===== src/rtl/bcd_pkg.sv =====
// Shared definitions for the sequential BCD subtractor: FSM states and BCD constants.
package bcd_pkg;
  localparam int NDIG_DEFAULT = 4;
  localparam int BCD_MAX      = 9;
  localparam int BCD_BASE     = 10;

  typedef enum logic [2:0] {
    S_IDLE,
    S_CHECK,
    S_SUB,
    S_FIX,
    S_DONE
  } state_t;
endpackage


===== src/rtl/bcd_digit_sub.sv =====
// One BCD digit of subtraction with borrow; shared by the SUB and FIX phases.
module bcd_digit_sub
  import bcd_pkg::*;
(
  input  logic [3:0] x,
  input  logic [3:0] y,
  input  logic       bin,
  output logic [3:0] d,
  output logic       bout
);

  logic [4:0] t;

  // Operands are at most 9, so t lies in [-10, 9] and bit 4 is the sign.
  always_comb begin
    t    = {1'b0, x} - {1'b0, y} - {4'b0000, bin};
    bout = t[4];
    d    = t[4] ? (t[3:0] + 4'(BCD_BASE)) : t[3:0];
  end

endmodule


===== src/rtl/bcd_subtractor_seq.sv =====
// Sequential packed-BCD subtractor: one digit per cycle, ten's-complement fix-up
// pass when the result is negative so diff always carries the magnitude.
//
// state   | meaning
// S_IDLE  | ready for start, operands captured on acceptance
// S_CHECK | reject operands holding a nibble above 9
// S_SUB   | a - b, one digit per cycle, LSD first
// S_FIX   | 0 - result, one digit per cycle, turns a negative result into |a-b|
// S_DONE  | one-cycle done pulse, results stable
module bcd_subtractor_seq
  import bcd_pkg::*;
#(
  parameter int NDIG = NDIG_DEFAULT
) (
  input  logic              clk,
  input  logic              rst,
  input  logic              start,
  input  logic [4*NDIG-1:0] a,
  input  logic [4*NDIG-1:0] b,
  output logic              ready,
  output logic              done,
  output logic [4*NDIG-1:0] diff,
  output logic              neg,
  output logic              err
);

  localparam int IW = $clog2(NDIG) + 1;
  localparam logic [IW-1:0] LAST = IW'(NDIG - 1);

  state_t            state;
  logic [4*NDIG-1:0] a_r;
  logic [4*NDIG-1:0] b_r;
  logic [4*NDIG-1:0] res;
  logic [4*NDIG-1:0] res_next;
  logic              borrow;
  logic [IW-1:0]     idx;
  logic [3:0]        x;
  logic [3:0]        y;
  logic [3:0]        d;
  logic              bout;
  logic              bad;

  always_comb begin
    bad = 1'b0;
    for (int i = 0; i < NDIG; i++) begin
      if (a_r[4*i +: 4] > 4'(BCD_MAX) || b_r[4*i +: 4] > 4'(BCD_MAX)) bad = 1'b1;
    end
  end

  // FIX reuses the same digit slice with a zero minuend and the partial result.
  always_comb begin
    x = (state == S_FIX) ? 4'd0 : a_r[{idx, 2'b00} +: 4];
    y = (state == S_FIX) ? res[{idx, 2'b00} +: 4] : b_r[{idx, 2'b00} +: 4];
    res_next = res;
    res_next[{idx, 2'b00} +: 4] = d;
  end

  bcd_digit_sub u_digit (
    .x    (x),
    .y    (y),
    .bin  (borrow),
    .d    (d),
    .bout (bout)
  );

  always_ff @(posedge clk) begin
    if (rst) begin
      state  <= S_IDLE;
      ready  <= 1'b1;
      done   <= 1'b0;
      diff   <= '0;
      neg    <= 1'b0;
      err    <= 1'b0;
      borrow <= 1'b0;
      idx    <= '0;
      a_r    <= '0;
      b_r    <= '0;
      res    <= '0;
    end else begin
      done <= 1'b0;
      case (state)
        S_IDLE: begin
          if (start) begin
            a_r    <= a;
            b_r    <= b;
            res    <= '0;
            borrow <= 1'b0;
            idx    <= '0;
            ready  <= 1'b0;
            state  <= S_CHECK;
          end
        end
        S_CHECK: begin
          if (bad) begin
            err   <= 1'b1;
            diff  <= '0;
            neg   <= 1'b0;
            done  <= 1'b1;
            state <= S_DONE;
          end else begin
            err   <= 1'b0;
            state <= S_SUB;
          end
        end
        S_SUB: begin
          res    <= res_next;
          borrow <= bout;
          if (idx == LAST) begin
            idx <= '0;
            if (bout) begin
              borrow <= 1'b0;
              neg    <= 1'b1;
              state  <= S_FIX;
            end else begin
              neg   <= 1'b0;
              diff  <= res_next;
              done  <= 1'b1;
              state <= S_DONE;
            end
          end else begin
            idx <= idx + 1'b1;
          end
        end
        S_FIX: begin
          res    <= res_next;
          borrow <= bout;
          if (idx == LAST) begin
            idx    <= '0;
            borrow <= 1'b0;
            diff   <= res_next;
            done   <= 1'b1;
            state  <= S_DONE;
          end else begin
            idx <= idx + 1'b1;
          end
        end
        S_DONE: begin
          ready <= 1'b1;
          state <= S_IDLE;
        end
        default: begin
          ready <= 1'b1;
          state <= S_IDLE;
        end
      endcase
    end
  end

endmodule


===== config.mk =====
export PLATFORM = sky130hd
export DESIGN_NAME = bcd_subtractor_seq
export DESIGN_NICKNAME = d
export VERILOG_FILES = /design/src/rtl/bcd_pkg.sv /design/src/rtl/bcd_digit_sub.sv /design/src/rtl/bcd_subtractor_seq.sv
export SDC_FILE = /design/constraint.sdc
export NUM_CORES = 1
export LEC_CHECK = 0
export ABC_AREA = 1
export CAP_MARGIN = 10
export CORE_MARGIN = 4
export CORE_UTILIZATION = 40
export DETAILED_ROUTE_END_ITERATION = 8
export DONT_BUFFER_PORTS = 1
export GPL_TIMING_DRIVEN = 0
export PLACE_DENSITY = 0.53
export SLEW_MARGIN = 20
export SYNTH_ARGS = -nofsm -noshare
export SYNTH_HDL_FRONTEND = slang
export SYNTH_SLANG_ARGS = --single-unit

===== constraint.sdc =====
create_clock -name clk -period 5.2 [get_ports clk]
set_input_delay 1.56 -clock clk [delete_from_list [all_inputs] [get_ports clk]]
set_output_delay 1.56 -clock clk [all_outputs]
set_load 0.03 [all_outputs]

==> impl_metrics.toml <==
[run_status]
run_status = "finished clean"

[global_routing]
antenna_found_initial = 0
grt_use_total_pct = 19.7
grt_pass1_wl_um = 17000
gr-total-overflow = 0
grt_pass1_vias = 3220
grt_max_degree = 14

[synthesis]
synth.net_count = 561
synthFlopType = "dfxtp_1"
synthXorXnorAreaFrac_pct = 0.237
synthAdderAreaFrac_pct = 3.79
synth_compound_area_share_pct = 27.3
yosysWarnings = 0
synth.distinct_cells = 32
async_flop_share_pct = 0
ys_seq_elements = 75
syn_inst = 516
syn-cell-area_um2 = 3690
synth.mux.area_fraction_pct = 0
synth_area_per_cell_um2 = 7.16
synth_top_family_by_area = "compound AO/OA/AOI/OAI gates"
synth_edf_count = 0
ys_seq_area_share_pct = 40.7
synth-simple-area-share_pct = 17.1

[drt]
wl_met2_um = 4690
drc = 0
dr.max_layer_used = "met4"
num_vias = 3398
drtIter0Drc = 161
drt_first_pass_iters = 5
wl_met1_um = 5110
avgRoutedWirePerCell_um = 16.5
wl_met3_um = 613
wl_um = 10600
drtAntennaViolNets = 0
via_per_inst = 5.31

[final_layout]
layout_commonest_cell = "a21oi_1"
layout.cells.non_filler = 640
final_cell_mix = "a21oi_1, nand2_1, dfxtp_1"
syn_to_final_growth_pct = 9.15
post-route-util_pct = 45.6
antenna_cells = 0
drive_gt1_share_pct = 8.46
nNetsFinal = 572

[sta]
finalSetupViolations = 0
drv_slew = 0
rsz0062_at_grt = "no"
max-slew-margin-rel_pct = 63.5
fin_crit_ns = 3.94
finalHoldViolations = 0
worstMarginPinSlew_ns = 0.545
max_freq_mhz = 254
worst_slack_ns = 1.26
clock_skew_ns = 0.0106
fin_tns_setup_ns = 0
timing.final.crit_share_pct = 75.8

[cts]
clockBufferDepth = 2
cts_max_level = 3
cts_tree = "built"
clock-sinks = 75
clock_latency_ns = 0.37
cts_hold_buf = 0
cts_setup_buffers = 0
ctsResizeCount = 0
cts_root_buf = "clkbuf_8"
path_clk_slew_ns = 0.09
tritoncts.num_buffers = 9

[critical_path]
crit_arrival_ns = 4.23
cp-start-kind = "flip-flop"
end_kind = "flip-flop"
cp_slowest_cell = "clkbuf_1"
cp_common_cell = "nand2_1"
cp_cell_sequence = "clkbuf_1, clkbuf_1, o21ai_0, a21boi_0, fa_1, inv_1, fa_1, nand2_1, nand2_1, nand3_1, nand2_1, inv_1, nand2_1, nand2_1, nand2_1, nand2_1, o211ai_1, a21oi_1"
worstSetupPathType = "reg2reg"
cp_max_fo = 10
cp.required_ns = 5.49
critPathMaxStageDelay_ns = 0.45

[die]
core_um2 = 8850
start_util_pct = 41.7
die_y_um = 104
rows = 34
dieArea_um2 = 10800
die-width_um = 104
io_pins = 55

[power]
totalPowerFinal_w = 0.00272
powerDensity_nw_per_um2 = 674
p_leak_nw = 1.58
vdd_ir_drop_max_mv = 0.279

[placement]
io_buffer_count = 0
hpwl_um = 8280
finalWeightedCongestion = 0.911
dp_slack_ns = 1.26
dp_cells = 624

[job]
cap_violations = 0

[min_path]
min_path_type = "reg2reg"
-- cell type report --
class / instances / area (um^2)
clock inverter: 6 / 65.1
buffer: 29 / 151
inverter: 67 / 251
tap: 108 / 135
multi-input combinational: 345 / 1790
clock buffer: 10 / 138
fill: 965 / 4820
sequential: 75 / 1500
-- sequential cells by signal, indices dropped and copies added, names as in the netlist --
register	flops
a_r	16
b_r	16
borrow	1
diff	16
done	1
err	1
idx	3
neg	1
ready	1
res	16
state	3
-- Yosys cell counts, drive strengths merged, types with 2 or more instances --
cell / count / area [um^2]
clkbuf: 15 / 56.3
dfxtp: 75 / 1500
o211ai: 10 / 75.1
nor2: 16 / 80.1
nand3: 28 / 150
nor3: 6 / 46.3
a21oi: 98 / 490
ha: 8 / 100
buf: 14 / 95.1
fa: 2 / 40.0
inv: 67 / 252
nand4: 2 / 12.5
a211oi: 4 / 30.0
a31oi: 3 / 18.8
nand2: 87 / 329
o21ai: 76 / 380
-- stage by stage --
step,area (um^2),hold WS (ns)
finish,4030,0.463
global route,4030,0.482
CTS,4030,0.466
detailed placement,3830,0.453
global placement,3830,0.449
floorplan,3690,0.430
-- worst max-delay path: cells and delay by family (launching register included) --
| kind | cells | cell delay [ns] |
|---|---|---|
| buf+inv | 4 | 1.13 |
| simple gates | 8 | 0.85 |
| compound gates | 4 | 0.75 |
| fa+ha+maj | 2 | 0.69 |
| flops | 1 | 0.43 |
-- final timing paths --
check | to | slack, ns | depth (start not counted) | start
setup / recovery | res[14] | 1.26 | 18 | idx[0]
hold / removal | a_r[8] | 0.46 | 2 | a_r[8]
setup reg to reg | res[14] | 1.26 | 18 | idx[0]
hold reg to reg | a_r[8] | 0.46 | 2 | a_r[8]
-- per-layer routing --
layer | vias to the layer above | global-route usage [%]
li1 | 1754 | -
met1 | 1548 | 27.1
met2 | 82 | 30.9
met3 | 14 | 4.28
met4 | 0 | 6.46
met5 | - | 0
-- where the power goes --
part	internal [W]	switching, W
registers	0.000718	0.000177
clock network	0.000235	0.000232
logic	0.000422	0.000933
-- cell families (layout without fill, tap and decap cells) --
family | Yosys count | count (layout)
AO/OA/AOI/OAI | 193 | 193
XOR/XNOR | 1 | 1
adder cells (fa/ha/maj) | 10 | 10
buffers and inverters | 96 | 112
flip-flops | 75 | 75
AND/OR/NAND/NOR | 141 | 141
Power figures use the tool's default switching activity.
